### config.mk
export PLATFORM = sky130hd
export DESIGN_NAME = inert_intf
export DESIGN_NICKNAME = d
export VERILOG_FILES = /design/src/rtl/inert_pkg.sv /design/src/rtl/spi_mnrch.sv /design/src/rtl/inert_intf.sv
export SDC_FILE = /design/constraint.sdc
export NUM_CORES = 1
export LEC_CHECK = 0
export ABC_AREA = 0
export CAP_MARGIN = 20
export CORE_MARGIN = 5
export CORE_UTILIZATION = 29
export CTS_CLUSTER_DIAMETER = 200
export CTS_CLUSTER_SIZE = 28
export DETAILED_ROUTE_END_ITERATION = 16
export GPL_TIMING_DRIVEN = 0
export PLACE_DENSITY = 0.41
export SYNTH_ARGS = -nofsm -noshare
export SYNTH_HDL_FRONTEND = slang
export SYNTH_SLANG_ARGS = --single-unit
### constraint.sdc
create_clock -name clk -period 6.1 [get_ports clk]
set_input_delay 0.915 -clock clk [delete_from_list [all_inputs] [get_ports clk]]
set_output_delay 0.915 -clock clk [all_outputs]
set_load 0.02 [all_outputs]
### src/rtl/inert_pkg.sv
// Shared types and constants for the inertial sensor SPI front end.
// Holds the sequencer and SPI state encodings, the sensor configuration
// words, the read addresses, and a helper that maps a sequencer state to
// the SPI command that state issues.
package inert_pkg;

  localparam int INIT_WAIT_DEF = 65536;
  localparam int SCLK_DIV_DEF  = 32;

  typedef enum logic [3:0] {
    INIT_WT, CFG0, CFG1, CFG2, CFG3, WAIT_INT,
    RD_PL, RD_PH, RD_AL, RD_AH, UPD
  } inert_st_t;

  typedef enum logic [1:0] {SPI_IDLE, SPI_SHIFT, SPI_BP} spi_st_t;

  localparam logic [15:0] CFG0_CMD = 16'h0D02;  // INT on gyro data ready
  localparam logic [15:0] CFG1_CMD = 16'h1053;  // accel 208Hz
  localparam logic [15:0] CFG2_CMD = 16'h1150;  // gyro 208Hz
  localparam logic [15:0] CFG3_CMD = 16'h1460;  // rounding on

  localparam logic [7:0] RD_PL_ADDR = 8'hA2;
  localparam logic [7:0] RD_PH_ADDR = 8'hA3;
  localparam logic [7:0] RD_AL_ADDR = 8'hAC;
  localparam logic [7:0] RD_AH_ADDR = 8'hAD;

  // Command launched on entry to state s; read commands carry a zero data byte.
  function automatic logic [15:0] st_cmd(inert_st_t s);
    case (s)
      CFG0:    st_cmd = CFG0_CMD;
      CFG1:    st_cmd = CFG1_CMD;
      CFG2:    st_cmd = CFG2_CMD;
      CFG3:    st_cmd = CFG3_CMD;
      RD_PL:   st_cmd = {RD_PL_ADDR, 8'h00};
      RD_PH:   st_cmd = {RD_PH_ADDR, 8'h00};
      RD_AL:   st_cmd = {RD_AL_ADDR, 8'h00};
      RD_AH:   st_cmd = {RD_AH_ADDR, 8'h00};
      default: st_cmd = 16'h0000;
    endcase
  endfunction

endpackage

### src/rtl/spi_mnrch.sv
// SPI master for one 16-bit transaction, MSB first, SCLK idling high.
// Ports: clk/rst (sync, active high); wrt starts a transfer of cmd;
// done pulses one cycle as SS_n rises; rd_data holds the 16 bits sampled
// on MISO; SS_n/SCLK/MOSI drive the sensor.
module spi_mnrch import inert_pkg::*; #(
  parameter int SCLK_DIV = SCLK_DIV_DEF
) (
  input  logic        clk,
  input  logic        rst,
  input  logic        wrt,
  input  logic [15:0] cmd,
  output logic        done,
  output logic [15:0] rd_data,
  output logic        SS_n,
  output logic        SCLK,
  output logic        MOSI,
  input  logic        MISO
);

  localparam int HALF = SCLK_DIV / 2;
  localparam int DW   = $clog2(HALF);

  spi_st_t        st_q, st_d;
  logic [DW-1:0]  div_q, div_d;
  logic [3:0]     bit_q, bit_d;
  logic           first_q, first_d;
  logic [15:0]    tx_q, tx_d;
  logic [15:0]    rx_q, rx_d;
  logic           sclk_q, sclk_d;
  logic           ss_n_q, ss_n_d;
  logic           done_q, done_d;
  logic           tick;

  assign tick = (div_q == DW'(HALF - 1));

  always_comb begin
    st_d    = st_q;
    div_d   = div_q;
    bit_d   = bit_q;
    first_d = first_q;
    tx_d    = tx_q;
    rx_d    = rx_q;
    sclk_d  = sclk_q;
    ss_n_d  = ss_n_q;
    done_d  = 1'b0;
    case (st_q)
      SPI_IDLE: if (wrt) begin
        st_d    = SPI_SHIFT;
        ss_n_d  = 1'b0;
        tx_d    = cmd;        // MSB is on MOSI from the SS_n fall
        div_d   = '0;
        bit_d   = '0;
        first_d = 1'b1;
        sclk_d  = 1'b1;
      end
      SPI_SHIFT: begin
        div_d = div_q + DW'(1);
        if (tick) begin
          div_d  = '0;
          sclk_d = ~sclk_q;
          if (sclk_q) begin
            // Falling edge: advance MOSI, except the first fall where
            // bit 15 is already presented.
            first_d = 1'b0;
            if (!first_q) tx_d = {tx_q[14:0], 1'b0};
          end else begin
            rx_d  = {rx_q[14:0], MISO};
            bit_d = bit_q + 4'd1;
            if (bit_q == 4'd15) st_d = SPI_BP;  // SCLK stays high from here
          end
        end
      end
      SPI_BP: begin
        div_d = div_q + DW'(1);
        if (tick) begin
          st_d   = SPI_IDLE;
          ss_n_d = 1'b1;
          done_d = 1'b1;
          tx_d   = '0;
          div_d  = '0;
        end
      end
      default: st_d = SPI_IDLE;
    endcase
  end

  always_ff @(posedge clk) begin
    if (rst) begin
      st_q    <= SPI_IDLE;
      div_q   <= '0;
      bit_q   <= '0;
      first_q <= 1'b0;
      tx_q    <= '0;
      rx_q    <= '0;
      sclk_q  <= 1'b1;
      ss_n_q  <= 1'b1;
      done_q  <= 1'b0;
    end else begin
      st_q    <= st_d;
      div_q   <= div_d;
      bit_q   <= bit_d;
      first_q <= first_d;
      tx_q    <= tx_d;
      rx_q    <= rx_d;
      sclk_q  <= sclk_d;
      ss_n_q  <= ss_n_d;
      done_q  <= done_d;
    end
  end

  assign SS_n    = ss_n_q;
  assign SCLK    = sclk_q;
  assign MOSI    = tx_q[15];
  assign done    = done_q;
  assign rd_data = rx_q;

endmodule

### src/rtl/inert_intf.sv
// Inertial sensor front end: configures the sensor after power-up, then on
// each data-ready interrupt reads pitch rate and Z accel and publishes both.
// Ports: clk/rst (sync, active high); INT async data ready; MISO/SS_n/SCLK/
// MOSI SPI link; ptch_rt/AZ signed 16-bit samples; vld one-cycle update pulse.
module inert_intf import inert_pkg::*; #(
  parameter int INIT_WAIT = INIT_WAIT_DEF,
  parameter int SCLK_DIV  = SCLK_DIV_DEF
) (
  input  logic        clk,
  input  logic        rst,
  input  logic        INT,
  input  logic        MISO,
  output logic        SS_n,
  output logic        SCLK,
  output logic        MOSI,
  output logic [15:0] ptch_rt,
  output logic [15:0] AZ,
  output logic        vld
);

  localparam int CW = $clog2(INIT_WAIT + 1);

  inert_st_t   st_q, st_d;
  logic [CW-1:0] cnt_q, cnt_d;
  logic [7:0]  pl_q, pl_d, ph_q, ph_d, al_q, al_d, ah_q, ah_d;
  logic [15:0] ptch_q, ptch_d, az_q, az_d;
  logic        vld_q, vld_d;
  logic        int_meta_q, int_sync_q;
  logic        wrt, done;
  logic [15:0] cmd, rd_data;
  logic        unused_rd_hi;

  assign unused_rd_hi = ^rd_data[15:8];

  spi_mnrch #(.SCLK_DIV(SCLK_DIV)) u_spi (
    .clk(clk), .rst(rst), .wrt(wrt), .cmd(cmd), .done(done),
    .rd_data(rd_data), .SS_n(SS_n), .SCLK(SCLK), .MOSI(MOSI), .MISO(MISO)
  );

  always_comb begin
    st_d   = st_q;
    cnt_d  = cnt_q;
    pl_d   = pl_q;
    ph_d   = ph_q;
    al_d   = al_q;
    ah_d   = ah_q;
    ptch_d = ptch_q;
    az_d   = az_q;
    vld_d  = 1'b0;
    wrt    = 1'b0;
    case (st_q)
      INIT_WT: begin
        cnt_d = cnt_q + CW'(1);
        if (cnt_q == CW'(INIT_WAIT - 1)) begin st_d = CFG0; wrt = 1'b1; end
      end
      CFG0: if (done) begin st_d = CFG1; wrt = 1'b1; end
      CFG1: if (done) begin st_d = CFG2; wrt = 1'b1; end
      CFG2: if (done) begin st_d = CFG3; wrt = 1'b1; end
      CFG3: if (done) st_d = WAIT_INT;
      // Level sensitive: an INT still high here starts the next set at once.
      WAIT_INT: if (int_sync_q) begin st_d = RD_PL; wrt = 1'b1; end
      RD_PL: if (done) begin pl_d = rd_data[7:0]; st_d = RD_PH; wrt = 1'b1; end
      RD_PH: if (done) begin ph_d = rd_data[7:0]; st_d = RD_AL; wrt = 1'b1; end
      RD_AL: if (done) begin al_d = rd_data[7:0]; st_d = RD_AH; wrt = 1'b1; end
      RD_AH: if (done) begin ah_d = rd_data[7:0]; st_d = UPD; end
      // Both words move together from the holding regs so a pair is never torn.
      UPD: begin
        ptch_d = {ph_q, pl_q};
        az_d   = {ah_q, al_q};
        vld_d  = 1'b1;
        st_d   = WAIT_INT;
      end
      default: st_d = INIT_WT;
    endcase
  end

  assign cmd = st_cmd(st_d);

  always_ff @(posedge clk) begin
    if (rst) begin
      st_q       <= INIT_WT;
      cnt_q      <= '0;
      pl_q       <= '0;
      ph_q       <= '0;
      al_q       <= '0;
      ah_q       <= '0;
      ptch_q     <= '0;
      az_q       <= '0;
      vld_q      <= 1'b0;
      int_meta_q <= 1'b0;
      int_sync_q <= 1'b0;
    end else begin
      st_q       <= st_d;
      cnt_q      <= cnt_d;
      pl_q       <= pl_d;
      ph_q       <= ph_d;
      al_q       <= al_d;
      ah_q       <= ah_d;
      ptch_q     <= ptch_d;
      az_q       <= az_d;
      vld_q      <= vld_d;
      int_meta_q <= INT;
      int_sync_q <= int_meta_q;
    end
  end

  assign ptch_rt = ptch_q;
  assign AZ      = az_q;
  assign vld     = vld_q;

endmodule
==> flow_results.xml, run 1 <==
<?xml version="1.0" encoding="UTF-8"?>
<metrics>
  <group name="outcome">
    <metric name="run_status" unit="">finished, final reports clean</metric>
  </group>
  <group name="clock_tree">
    <metric name="cts_hold_repair.buffers" unit="">0</metric>
    <metric name="cts.repair_timing.setup_buffer_count" unit="">0</metric>
    <metric name="cts-root-to-sink-buffers" unit="">2</metric>
    <metric name="clock-root-buffer" unit="">sky130_fd_sc_hd__clkbuf_16</metric>
    <metric name="cts_repair_resize_count" unit="">0</metric>
    <metric name="cts_tree" unit="">built</metric>
    <metric name="clkSinkCount" unit="">126</metric>
    <metric name="htree_num_levels" unit="">4</metric>
    <metric name="clk_latency_worst_skew_pair" unit="ps">420</metric>
    <metric name="number_of_buffers_added_by_the_clock_tree_synthesis_step" unit="">17</metric>
    <metric name="clk_pin_slew_worst_paths" unit="ps">60</metric>
  </group>
  <group name="detailed_routing">
    <metric name="drc_errors" unit="">0</metric>
    <metric name="topRoutingLayerUsed" unit="">met4</metric>
    <metric name="routedWlPerCell" unit="µm">15.6</metric>
    <metric name="drt.antenna.violating_nets" unit="">0</metric>
    <metric name="amount_of_wire_on_met3_after_detailed_routing" unit="µm">564</metric>
    <metric name="vias_per_cell" unit="">4.97</metric>
    <metric name="routed-via-count" unit="">4671</metric>
    <metric name="dr_wl_met2" unit="µm">6610</metric>
    <metric name="drt_pre_antenna_iters" unit="">4</metric>
    <metric name="drt-total-wl" unit="µm">14700</metric>
    <metric name="initialDrtViolationCount" unit="">207</metric>
    <metric name="wirelength_met1" unit="µm">7340</metric>
  </group>
  <group name="timing">
    <metric name="rsz_0062_raised_after_global_routing" unit="">no</metric>
    <metric name="finalCriticalPeriod" unit="ps">3180</metric>
    <metric name="fin_crit_sh" unit="%">52.1</metric>
    <metric name="setup-tns-final" unit="ps">0</metric>
    <metric name="finClkSkew" unit="ps">9.28</metric>
    <metric name="report.final.slew_viol_count" unit="">0</metric>
    <metric name="slew_headroom" unit="%">30.3</metric>
    <metric name="worstMarginPinSlew" unit="ps">1040</metric>
    <metric name="finalHoldViolations" unit="">0</metric>
    <metric name="setup_viol_count_final" unit="">0</metric>
    <metric name="max_freq" unit="MHz">315</metric>
  </group>
  <group name="pwr">
    <metric name="seqPwrFrac" unit="%">39.9</metric>
    <metric name="vdd_ir_drop_max" unit="µV">188</metric>
    <metric name="switching_power" unit="µW">621</metric>
    <metric name="p_leak" unit="µW">0.00223</metric>
    <metric name="power.switching_fraction" unit="%">28.4</metric>
    <metric name="power_density" unit="nW/µm²">329</metric>
    <metric name="clockPowerShare" unit="%">47.2</metric>
    <metric name="p_comb_share" unit="%">12.9</metric>
    <metric name="internal_power" unit="µW">1570</metric>
  </group>
  <group name="cells_and_area">
    <metric name="finish.utilization" unit="%">36.7</metric>
    <metric name="antenna_cells" unit="">0</metric>
    <metric name="num-nets-final" unit="">715</metric>
    <metric name="layout-area-overhead-vs-synth" unit="%">23.6</metric>
    <metric name="drive_above_1_share" unit="%">7.45</metric>
  </group>
  <group name="critical_path">
    <metric name="type_of_the_setup_path_with_the_least_slack" unit="">flop to flop</metric>
    <metric name="critical_path_peak_fanout" unit="">7</metric>
    <metric name="timing.critical_path.from_type" unit="">flop</metric>
    <metric name="cp.arrival" unit="ps">3500</metric>
    <metric name="crit_path_end_kind" unit="">flop</metric>
    <metric name="worst_ep_required_time" unit="ps">6420</metric>
  </group>
  <group name="synth">
    <metric name="synthCells" unit="">641</metric>
    <metric name="synth-edff-count" unit="">0</metric>
    <metric name="synth_area_per_cell" unit="µm²">8.42</metric>
    <metric name="synth_largest_type_area_fraction" unit="%">46.8</metric>
    <metric name="yosysWarningCount" unit="">0</metric>
    <metric name="synth_area_leader_cell" unit="">sky130_fd_sc_hd__dfxtp_1</metric>
    <metric name="yosysSeqAreaShare" unit="%">46.8</metric>
    <metric name="synth-main-ff-cell" unit="">sky130_fd_sc_hd__dfxtp_1</metric>
    <metric name="post_synth_instance_area" unit="µm²">5400</metric>
    <metric name="yosys.cell_types.count" unit="">57</metric>
    <metric name="syn-num-nets" unit="">658</metric>
    <metric name="ys_seq_elements" unit="">126</metric>
    <metric name="synth_area_leaders" unit="">sky130_fd_sc_hd__dfxtp_1, sky130_fd_sc_hd__nand2_1, sky130_fd_sc_hd__a21oi_1</metric>
    <metric name="ys_async_sr_fraction" unit="%">0</metric>
  </group>
  <group name="place">
    <metric name="io_buffer_count" unit="">38</metric>
    <metric name="dpl.hpwl" unit="µm">10400</metric>
    <metric name="routabilityCongestion" unit="">0.797</metric>
  </group>
  <group name="global_routing">
    <metric name="first_global_vias" unit="">4541</metric>
    <metric name="grt_use_total" unit="%">14.1</metric>
    <metric name="maximum_number_of_pins_on_one_net_before_global_route_repair" unit="">17</metric>
    <metric name="globalRoute.totalOverflow" unit="">0</metric>
    <metric name="grt_pass1_wl" unit="µm">24400</metric>
    <metric name="antenna_found_initial" unit="">0</metric>
  </group>
  <group name="flow_run">
    <metric name="drv.max_cap_violation_count" unit="">0</metric>
  </group>
  <group name="die">
    <metric name="dieArea" unit="µm²">21400</metric>
    <metric name="pin_count" unit="">40</metric>
    <metric name="placement_rows" unit="">49</metric>
    <metric name="core_area" unit="µm²">18100</metric>
    <metric name="initial_utilization" unit="%">29.7</metric>
    <metric name="chipHeight" unit="µm">146</metric>
    <metric name="die_x" unit="µm">146</metric>
  </group>
  <group name="min_path">
    <metric name="worstHoldPathType" unit="">flop to flop</metric>
  </group>
</metrics>
power groups by stage:
stage	combinational (µW)	clock [µW]	sequential (µW)
floorplan	195	0	894
global placement	283	0	891
detailed placement	286	0	892
CTS	287	1060	874
global route	318	1100	879
finish	284	1030	874
sequential cells by signal, summed over array words and instances (netlist names), 2 cells and up:
signal and flops:
st_q 4, u_spi.div_q 4, u_spi.tx_q 16, ptch_rt 16
ah_q 8, u_spi.bit_q 4, al_q 8, AZ 16
cnt_q 17, u_spi.st_q 2, ph_q 8, pl_q 8
u_spi.rd_data 8
per-stage QoR:
step                      power (µW)  area [µm²]  instances  setup WS, ps  hold slack (ps)
after CTS                       2220        6670        940          2850              448
final                           2190        6670        940          2920              447
after global placement          1170        6060        908          2930              432
after floorplan                 1090        5400        641          3320              414
after global routing            2290        6670        940          2630              460
after detailed placement        1180        6060        908          2880              434
synth_stat cells (2+ instances only):
cell type,count
sky130_fd_sc_hd__a211oi_1,6
sky130_fd_sc_hd__a21oi_1,82
sky130_fd_sc_hd__a22oi_1,2
sky130_fd_sc_hd__a311oi_1,9
sky130_fd_sc_hd__a31o_2,2
sky130_fd_sc_hd__a31oi_1,4
sky130_fd_sc_hd__and2_1,4
sky130_fd_sc_hd__and3_1,6
sky130_fd_sc_hd__buf_1,2
sky130_fd_sc_hd__buf_2,7
sky130_fd_sc_hd__buf_6,3
sky130_fd_sc_hd__clkbuf_1,33
sky130_fd_sc_hd__dfxtp_1,126
sky130_fd_sc_hd__ha_1,13
sky130_fd_sc_hd__inv_1,13
sky130_fd_sc_hd__mux2i_1,26
sky130_fd_sc_hd__nand2_1,119
sky130_fd_sc_hd__nand2b_1,8
sky130_fd_sc_hd__nand3_1,21
sky130_fd_sc_hd__nand3b_1,2
sky130_fd_sc_hd__nand4_1,10
sky130_fd_sc_hd__nor2_1,56
sky130_fd_sc_hd__nor2_2,2
sky130_fd_sc_hd__nor2b_1,7
sky130_fd_sc_hd__nor3_1,6
sky130_fd_sc_hd__nor4b_1,2
sky130_fd_sc_hd__o211ai_1,2
sky130_fd_sc_hd__o21ai_0,18
sky130_fd_sc_hd__o221a_2,2
sky130_fd_sc_hd__o221ai_1,2
sky130_fd_sc_hd__o22ai_1,2
sky130_fd_sc_hd__o31a_1,4
sky130_fd_sc_hd__o31ai_1,2
sky130_fd_sc_hd__or3_1,4
sky130_fd_sc_hd__or4_1,2
sky130_fd_sc_hd__xnor2_1,7
sky130_fd_sc_hd__xor2_1,5
metal layers:
metal	vias up	global-route usage, %
met5	-	0
met4	0	4.61
met3	17	3.87
met2	82	21.7
met1	2225	19.3
li1	2347	-
logic make-up after synthesis:
kind of cell	share of synthesized area, %
adders and majority gates	3.01
muxes	4.82
xor gates and xnor gates	1.95
AOI/OAI and AO/OA	17.3
DFF	46.8
buffers and inverters	4.62
and+or+nand+nor	21.5
worst paths after layout:
kind | start | endpoint | slack (ps) | cells past startpoint
max reg2reg | cnt_q[7] | u_spi.tx_q[10] | 2920 | 12
min reg2reg | int_meta_q | int_sync_q | 450 | 1
max | cnt_q[7] | u_spi.tx_q[10] | 2920 | 12
min | int_meta_q | int_sync_q | 450 | 1
layout make-up:
cell class | count | area (µm²)
flip-flops and latches | 126 | 2520
plain buffers | 45 | 200
clock inverters | 15 | 180
inverters | 13 | 48.8
multi-input cells | 457 | 2620
clock buffers | 17 | 425
repair buffers | 38 | 380
well taps | 229 | 287
fillers | 1866 | 11500
worst max-delay path, cell delays in order (launching register included):
cell	delay, ps
sky130_fd_sc_hd__dfxtp_1	350
sky130_fd_sc_hd__and3_1	210
sky130_fd_sc_hd__nand3_1	210
sky130_fd_sc_hd__nor3_1	260
sky130_fd_sc_hd__ha_1	210
sky130_fd_sc_hd__or4b_4	500
sky130_fd_sc_hd__a31o_2	220
sky130_fd_sc_hd__o2111a_1	200
sky130_fd_sc_hd__inv_1	130
sky130_fd_sc_hd__ha_1	180
sky130_fd_sc_hd__nor2_1	60
sky130_fd_sc_hd__o31a_1	280
sky130_fd_sc_hd__a311oi_1	260
cells in the final DEF, fill, tap and decap left out, types with 5 or more instances in the layout:
cell / count
sky130_fd_sc_hd__xnor2_1: 7
sky130_fd_sc_hd__buf_2: 7
sky130_fd_sc_hd__a311oi_1: 9
sky130_fd_sc_hd__ha_1: 13
sky130_fd_sc_hd__nor2_1: 56
sky130_fd_sc_hd__mux2i_1: 26
sky130_fd_sc_hd__nor3_1: 6
sky130_fd_sc_hd__nand3_1: 21
sky130_fd_sc_hd__a211oi_1: 6
sky130_fd_sc_hd__dfxtp_1: 126
sky130_fd_sc_hd__a21oi_1: 82
sky130_fd_sc_hd__and3_1: 6
sky130_fd_sc_hd__nand2_1: 119
sky130_fd_sc_hd__clkdlybuf4s50_1: 38
sky130_fd_sc_hd__clkbuf_16: 17
sky130_fd_sc_hd__nor2b_1: 7
sky130_fd_sc_hd__o21ai_0: 18
sky130_fd_sc_hd__xor2_1: 5
sky130_fd_sc_hd__nand2b_1: 8
sky130_fd_sc_hd__nand4_1: 10
sky130_fd_sc_hd__clkbuf_1: 33
sky130_fd_sc_hd__inv_1: 13
Power figures use the tool's default switching activity.
==> inputs of run 2 (changes only) <==
--- a/config.mk
+++ b/config.mk
@@ -13,7 +13,7 @@
 export CTS_CLUSTER_SIZE = 28
 export DETAILED_ROUTE_END_ITERATION = 16
 export GPL_TIMING_DRIVEN = 0
-export PLACE_DENSITY = 0.41
+export PLACE_DENSITY = 0.43
 export SYNTH_ARGS = -nofsm -noshare
 export SYNTH_HDL_FRONTEND = slang
 export SYNTH_SLANG_ARGS = --single-unit
==> constraint.sdc (replaced) <==
create_clock -name clk -period 2.9 [get_ports clk]
set_input_delay 0.435 -clock clk [delete_from_list [all_inputs] [get_ports clk]]
set_output_delay 0.435 -clock clk [all_outputs]
set_load 0.02 [all_outputs]
==> run 2 against run 1 <==
Net effect:
- design area rose by 2.9%
- wire length fell by 0.31%
- register-to-register slack got worse by 2800 ps
- worst setup slack got worse by 2800 ps
- flip-flop and latch count did not move
- via count barely moved
- global-route usage fell by 0.10 points
- combinational power rose by 120%
- die area did not move
- sequential share of layout area fell by 0.91 points
- clock-buffer cell count rose by 4
- critical path type unchanged
==> flow_results.xml, run 2 (synthesis gave the netlist of run 1 again) <==
<?xml version="1.0" encoding="UTF-8"?>
<metrics>
  <group name="outcome">
    <metric name="run_status" unit="">finished, final reports clean</metric>
  </group>
  <group name="place">
    <metric name="io_buffer_count" unit="">38</metric>
    <metric name="routabilityCongestion" unit="">0.812</metric>
    <metric name="dpl_cell_area" unit="µm²">6060</metric>
    <metric name="dpl.hpwl" unit="µm">10200</metric>
  </group>
  <group name="critical_path">
    <metric name="reg2reg_slack" unit="ps">130</metric>
    <metric name="timing.critical_path.max_delay_family" unit="">simple AND/OR/NAND/NOR gates</metric>
    <metric name="critical_path.reg2reg.endpoint" unit="">u_spi.tx_q[11]</metric>
    <metric name="timing.critical_path.slowest_cell_delay" unit="ps">490</metric>
    <metric name="crit_path_end" unit="">u_spi.tx_q[11]</metric>
    <metric name="type_of_the_setup_path_with_the_least_slack" unit="">flop to flop</metric>
    <metric name="number_of_cells_on_the_critical_path" unit="">12</metric>
    <metric name="worst_ep_required_time" unit="ps">3240</metric>
    <metric name="timing.rr.start" unit="">cnt_q[4]</metric>
    <metric name="cp.arrival" unit="ps">3110</metric>
    <metric name="worst-r2r-cell-count" unit="">12</metric>
    <metric name="crit_path_end_kind" unit="">flop</metric>
    <metric name="worstPathCellList" unit="">and3_4 &gt; nand3_4 &gt; nor3_4 &gt; ha_2 &gt; or4b_4 &gt; a31o_4 &gt; o2111a_2 &gt; inv_2 &gt; ha_4 &gt; nor2_2 &gt; o31a_1 &gt; a211oi_2</metric>
    <metric name="timing.critical_path.from_type" unit="">flop</metric>
    <metric name="cpMaxStageDelayCell" unit="">sky130_fd_sc_hd__or4b_4</metric>
    <metric name="worst_setup_path_startpoint" unit="">cnt_q[4]</metric>
    <metric name="worst-path-buf-inv" unit="">1</metric>
    <metric name="critical_path_peak_fanout" unit="">4</metric>
  </group>
  <group name="cells_and_area">
    <metric name="layout.area.seq" unit="µm²">2530</metric>
    <metric name="layout-area-overhead-vs-synth" unit="%">27.2</metric>
    <metric name="multi_input_area" unit="µm²">2740</metric>
    <metric name="top_register" unit="">cnt_q</metric>
    <metric name="antenna_cells" unit="">0</metric>
    <metric name="drive_above_1_share" unit="%">11.0</metric>
    <metric name="leading_cell_type_in_the_layout_fill_and_taps_excluded" unit="">sky130_fd_sc_hd__nand2_1</metric>
    <metric name="fillers" unit="">1847</metric>
    <metric name="final_std_cell_area_no_fill" unit="µm²">6860</metric>
    <metric name="finish.utilization" unit="%">37.8</metric>
    <metric name="mostFrequentLayoutCells" unit="">sky130_fd_sc_hd__nand2_1, sky130_fd_sc_hd__dfxtp_1, sky130_fd_sc_hd__a21oi_1, sky130_fd_sc_hd__nor2_1, sky130_fd_sc_hd__clkdlybuf4s50_1</metric>
    <metric name="num-nets-final" unit="">720</metric>
    <metric name="largest_register_ff_count" unit="">17</metric>
  </group>
  <group name="clock_tree">
    <metric name="htree_num_levels" unit="">4</metric>
    <metric name="cts_tree" unit="">built</metric>
    <metric name="number_of_buffers_added_by_the_clock_tree_synthesis_step" unit="">17</metric>
    <metric name="clock-root-buffer" unit="">sky130_fd_sc_hd__clkbuf_16</metric>
    <metric name="clkSinkCount" unit="">126</metric>
    <metric name="clk_latency_worst_skew_pair" unit="ps">420</metric>
    <metric name="cts-root-to-sink-buffers" unit="">2</metric>
    <metric name="clk_pin_slew_worst_paths" unit="ps">60</metric>
  </group>
  <group name="min_path">
    <metric name="min-delay-start" unit="">al_q[4]</metric>
    <metric name="worstHoldPathType" unit="">flop to flop</metric>
  </group>
  <group name="timing">
    <metric name="rsz_0062_raised_after_global_routing" unit="">yes</metric>
    <metric name="fin_crit_sh" unit="%">95.6</metric>
    <metric name="finClkSkew" unit="ps">14.3</metric>
    <metric name="setup-tns-final" unit="ps">0</metric>
    <metric name="report.final.slew_viol_count" unit="">0</metric>
    <metric name="finalHoldViolations" unit="">0</metric>
    <metric name="setup_viol_count_final" unit="">0</metric>
    <metric name="finalCriticalPeriod" unit="ps">2770</metric>
    <metric name="slew_headroom" unit="%">35.2</metric>
    <metric name="worstMarginPinSlew" unit="ps">968</metric>
    <metric name="max_freq" unit="MHz">361</metric>
  </group>
  <group name="global_routing">
    <metric name="maximum_number_of_pins_on_one_net_before_global_route_repair" unit="">17</metric>
    <metric name="antenna_found_initial" unit="">0</metric>
    <metric name="globalRoute.totalOverflow" unit="">0</metric>
    <metric name="first_global_vias" unit="">4597</metric>
    <metric name="grt_use_total" unit="%">14.0</metric>
    <metric name="grt_pass1_wl" unit="µm">24400</metric>
  </group>
  <group name="pwr">
    <metric name="vdd_ir_drop_max" unit="µV">413</metric>
    <metric name="p_leak" unit="µW">0.00228</metric>
    <metric name="power_density" unit="nW/µm²">697</metric>
    <metric name="report.power.total" unit="µW">4780</metric>
  </group>
  <group name="die">
    <metric name="core_area" unit="µm²">18100</metric>
    <metric name="die_x" unit="µm">146</metric>
    <metric name="pin_count" unit="">40</metric>
    <metric name="placement_rows" unit="">49</metric>
    <metric name="chipHeight" unit="µm">146</metric>
    <metric name="initial_utilization" unit="%">29.7</metric>
    <metric name="dieArea" unit="µm²">21400</metric>
  </group>
  <group name="detailed_routing">
    <metric name="drt.antenna.violating_nets" unit="">0</metric>
    <metric name="routedWlPerCell" unit="µm">15.5</metric>
    <metric name="drc_errors" unit="">0</metric>
    <metric name="vias_per_cell" unit="">4.94</metric>
    <metric name="drt_pre_antenna_iters" unit="">7</metric>
    <metric name="drt-total-wl" unit="µm">14600</metric>
    <metric name="routed-via-count" unit="">4669</metric>
    <metric name="initialDrtViolationCount" unit="">313</metric>
  </group>
  <group name="flow_run">
    <metric name="drv.max_cap_violation_count" unit="">0</metric>
  </group>
</metrics>
==> run 2: cell count changes in the layout (fill, tap and decap cells not counted), sizes merged <==
cell      previous run  this run
inv                 20        14
buf                 12        17
clkbuf              50        54
bufinv               2         5
clkinv               5         3
clkinvlp             1         2
==> run 2: worst min-delay path by stage <==
stage / endpoint / slack, ps / cells past startpoint
2_1_floorplan: int_sync_q / 410 / 1
3_3_place_gp: int_sync_q / 440 / 1
3_5_place_dp: int_sync_q / 440 / 1
4_1_cts: int_sync_q / 460 / 1
5_1_grt: AZ[11] / 470 / 2
6_report: AZ[4] / 450 / 2
==> run 2: cell type report <==
class                           instances  area share [%]
Buffer                                 45            2.92
Clock buffer                           21            6.42
Clock inverter                         11            2.75
Inverter                               13           0.711
Multi-Input combinational cell        457            40.0
Sequential cell                       126            36.9
Tap cell                              229            4.18
Timing Repair Buffer                   43            6.15
==> run 2: metal layers <==
metal | vias to the layer above | routed length (µm) | share of wire [%] | GRT usage (%)
met5 | - | 0 | 0 | 0
li1 | 2361 | - | - | -
met1 | 2214 | 7290 | 50 | 19.5
met2 | 88 | 6680 | 46 | 21.4
met3 | 6 | 598 | 4.1 | 4.06
met4 | 0 | 71 | 0.49 | 3.67
==> run 2: worst register-to-register path, cell delays in order (launching register included) <==
cell and delay, ps:
sky130_fd_sc_hd__dfxtp_2 340, sky130_fd_sc_hd__and3_4 210, sky130_fd_sc_hd__nand3_4 90, sky130_fd_sc_hd__nor3_4 200, sky130_fd_sc_hd__ha_2 180, sky130_fd_sc_hd__or4b_4 490
sky130_fd_sc_hd__a31o_4 250, sky130_fd_sc_hd__o2111a_2 160, sky130_fd_sc_hd__inv_2 100, sky130_fd_sc_hd__ha_4 140, sky130_fd_sc_hd__nor2_2 40, sky130_fd_sc_hd__o31a_1 280
sky130_fd_sc_hd__a211oi_2 210
==> run 2: power breakdown <==
group          switching [µW]  internal, µW  total [µW]
sequential               43.9          1800        1840
clock                     796          1520        2320
combinational             397           220         617
==> run 2: timing repair <==
| item | 4_1_cts | 5_1_grt |
|---|---|---|
| gates resized for setup | 9 | 23 |
| pin swaps | 2 | 10 |
| hold buffers | 0 | 0 |
| endpoints found under the setup margin | 17 | 16 |
| buffers inserted | 1 | 4 |
==> run 2: per-stage QoR <==
step	worst slack (ps)	hold slack, ps	instances
3_5_place_dp	-255	445	908
6_report	127	453	945
5_1_grt	-50.9	471	945
4_1_cts	2.46	455	941
2_1_floorplan	120	414	641
3_3_place_gp	-232	436	908
==> inputs of run 3 (changes only) <==
--- a/config.mk
+++ b/config.mk
@@ -7,7 +7,7 @@
 export LEC_CHECK = 0
 export ABC_AREA = 0
 export CAP_MARGIN = 20
-export CORE_MARGIN = 5
+export CORE_ASPECT_RATIO = 1.75
 export CORE_UTILIZATION = 29
 export CTS_CLUSTER_DIAMETER = 200
 export CTS_CLUSTER_SIZE = 28
==> run 3 against run 2 <==
Net effect:
- clock power fell by 8%
- core utilization rose by 0.27 points
- maximum frequency down 3.9%
- global-route usage is 2.6 points higher
- critical path type unchanged
- largest cell class unchanged
==> flow_results.xml, run 3 (synthesis gave the netlist of run 1 again) <==
<?xml version="1.0" encoding="UTF-8"?>
<metrics>
  <group name="timing">
    <metric name="finalHoldViolations" unit="">0</metric>
    <metric name="report.final.slew_viol_count" unit="">0</metric>
    <metric name="slew_headroom" unit="%">33.6</metric>
    <metric name="worstMarginPinSlew" unit="ps">993</metric>
    <metric name="rsz_0062_raised_after_global_routing" unit="">yes</metric>
    <metric name="setup_viol_count_final" unit="">0</metric>
    <metric name="max_freq" unit="MHz">347</metric>
    <metric name="fin_crit_sh" unit="%">99.5</metric>
    <metric name="finClkSkew" unit="ps">8.24</metric>
    <metric name="finalCriticalPeriod" unit="ps">2890</metric>
    <metric name="setup-tns-final" unit="ps">0</metric>
  </group>
  <group name="clock_tree">
    <metric name="clk_pin_slew_worst_paths" unit="ps">50</metric>
    <metric name="cts_tree" unit="">built</metric>
    <metric name="number_of_buffers_added_by_the_clock_tree_synthesis_step" unit="">17</metric>
    <metric name="clk_latency_worst_skew_pair" unit="ps">420</metric>
    <metric name="clkSinkCount" unit="">126</metric>
    <metric name="clock-root-buffer" unit="">sky130_fd_sc_hd__clkbuf_16</metric>
    <metric name="htree_num_levels" unit="">4</metric>
    <metric name="cts_hold_repair.buffers" unit="">0</metric>
    <metric name="cts-root-to-sink-buffers" unit="">2</metric>
  </group>
  <group name="place">
    <metric name="dpl.hpwl" unit="µm">10900</metric>
    <metric name="dpl_cell_area" unit="µm²">6070</metric>
    <metric name="dp.cells" unit="">913</metric>
    <metric name="io_buffer_count" unit="">38</metric>
    <metric name="routabilityCongestion" unit="">0.825</metric>
  </group>
  <group name="cells_and_area">
    <metric name="leading_cell_type_in_the_layout_fill_and_taps_excluded" unit="">sky130_fd_sc_hd__nand2_1</metric>
    <metric name="multi_input_area" unit="µm²">2750</metric>
    <metric name="mostFrequentLayoutCells" unit="">sky130_fd_sc_hd__nand2_1, sky130_fd_sc_hd__dfxtp_1, sky130_fd_sc_hd__a21oi_1, sky130_fd_sc_hd__nor2_1, sky130_fd_sc_hd__clkdlybuf4s50_1</metric>
    <metric name="layout.area.seq" unit="µm²">2530</metric>
    <metric name="num-nets-final" unit="">726</metric>
    <metric name="largest_register_ff_count" unit="">17</metric>
    <metric name="layout-area-overhead-vs-synth" unit="%">28.0</metric>
    <metric name="final_std_cell_area_no_fill" unit="µm²">6910</metric>
    <metric name="antenna_cells" unit="">0</metric>
    <metric name="drive_above_1_share" unit="%">12.5</metric>
    <metric name="fillers" unit="">1861</metric>
    <metric name="top_register" unit="">cnt_q</metric>
    <metric name="finish.utilization" unit="%">38.1</metric>
    <metric name="final_cell_count_no_fill" unit="">955</metric>
  </group>
  <group name="detailed_routing">
    <metric name="drc_errors" unit="">0</metric>
    <metric name="routed-via-count" unit="">4724</metric>
    <metric name="drt.antenna.violating_nets" unit="">0</metric>
    <metric name="initialDrtViolationCount" unit="">166</metric>
    <metric name="vias_per_cell" unit="">4.95</metric>
    <metric name="routedWlPerCell" unit="µm">16.1</metric>
    <metric name="drt_pre_antenna_iters" unit="">4</metric>
    <metric name="drt-total-wl" unit="µm">15300</metric>
  </group>
  <group name="pwr">
    <metric name="power_density" unit="nW/µm²">678</metric>
    <metric name="report.power.total" unit="µW">4690</metric>
    <metric name="vdd_ir_drop_max" unit="µV">428</metric>
    <metric name="p_leak" unit="µW">0.00230</metric>
  </group>
  <group name="min_path">
    <metric name="min-delay-start" unit="">al_q[0]</metric>
    <metric name="worstHoldPathType" unit="">flop to flop</metric>
  </group>
  <group name="critical_path">
    <metric name="worstPathCellList" unit="">and3_4 &gt; nand3_4 &gt; nor3_4 &gt; ha_2 &gt; or4b_4 &gt; buf_6 &gt; o221ai_4 &gt; nor2_4 &gt; buf_6 &gt; or4_4 &gt; a21oi_2</metric>
    <metric name="timing.critical_path.from_type" unit="">flop</metric>
    <metric name="timing.rr.start" unit="">cnt_q[3]</metric>
    <metric name="critical_path.most_common_cell" unit="">sky130_fd_sc_hd__buf_6</metric>
    <metric name="critical_path_peak_fanout" unit="">4</metric>
    <metric name="type_of_the_setup_path_with_the_least_slack" unit="">flop to flop</metric>
    <metric name="worst_ep_required_time" unit="ps">3240</metric>
    <metric name="timing.critical_path.slowest_cell_delay" unit="ps">500</metric>
    <metric name="cp.arrival" unit="ps">3230</metric>
    <metric name="worst_setup_path_startpoint" unit="">cnt_q[3]</metric>
    <metric name="crit_path_end_kind" unit="">flop</metric>
    <metric name="cpMaxStageDelayCell" unit="">sky130_fd_sc_hd__or4b_4</metric>
  </group>
  <group name="die">
    <metric name="pin_count" unit="">40</metric>
    <metric name="chipHeight" unit="µm">182</metric>
    <metric name="core_area" unit="µm²">18100</metric>
    <metric name="initial_utilization" unit="%">29.7</metric>
    <metric name="dieArea" unit="µm²">19200</metric>
    <metric name="die_x" unit="µm">105</metric>
    <metric name="placement_rows" unit="">65</metric>
  </group>
  <group name="global_routing">
    <metric name="antenna_found_initial" unit="">0</metric>
    <metric name="maximum_number_of_pins_on_one_net_before_global_route_repair" unit="">17</metric>
    <metric name="grt_use_total" unit="%">16.6</metric>
    <metric name="globalRoute.totalOverflow" unit="">0</metric>
    <metric name="grt_pass1_wl" unit="µm">24900</metric>
    <metric name="first_global_vias" unit="">4823</metric>
  </group>
  <group name="flow_run">
    <metric name="drv.max_cap_violation_count" unit="">0</metric>
  </group>
  <group name="outcome">
    <metric name="run_status" unit="">finished, final reports clean</metric>
  </group>
</metrics>
==> run 3: what timing repair did <==
action,4_1_cts,5_1_grt
gates resized for setup,15,26
cloned,0,2
pin swaps,5,22
endpoints found under the setup margin,20,22
setup buffers,4,5
==> run 3: area by class of cell <==
class,instances,share of cell area (%)
multi-input combinational,457,39.8
sequential,126,36.7
clock buffer,22,7.01
timing repair buffer,49,7.01
tap,234,4.24
buffer,45,2.93
clock inverter,9,1.59
inverter,13,0.707
==> run 3: path summary, 6_finish.rpt <==
path | slack, ps | to | cells past startpoint
worst max-delay path | 10 | u_spi.div_q[0] | 11
worst max register to register | 10 | u_spi.div_q[0] | 11
worst min register to register | 450 | AZ[0] | 2
worst min-delay path | 450 | AZ[0] | 2
==> run 3: critical path: cells and delay by family, from the launching register on <==
family	cells	cell delay [ps]
fa+ha+maj	1	230
simple gates	6	1570
flops	1	360
buf+inv	2	270
compound gates	2	400
==> run 3: through the flow <==
step | hold WS [ps] | setup slack [ps]
6_report | 451 | 14.7
2_1_floorplan | 414 | 120
3_5_place_dp | 437 | -357
5_1_grt | 456 | -97.2
3_3_place_gp | 435 | -368
4_1_cts | 450 | 0.173
==> run 3: power by group <==
group	internal [µW]	switching (µW)
Clock	1350	778
Sequential	1800	45.7
Combinational	281	430
Total	3430	1250
==> run 3: routing by layer <==
layer	global-route usage [%]	vias to the layer above	wire length (µm)
met3	2.86	25	291
met5	0	-	0
met4	8.68	0	483
met2	32.0	64	8480
li1	-	2362	-
met1	16.8	2273	6080
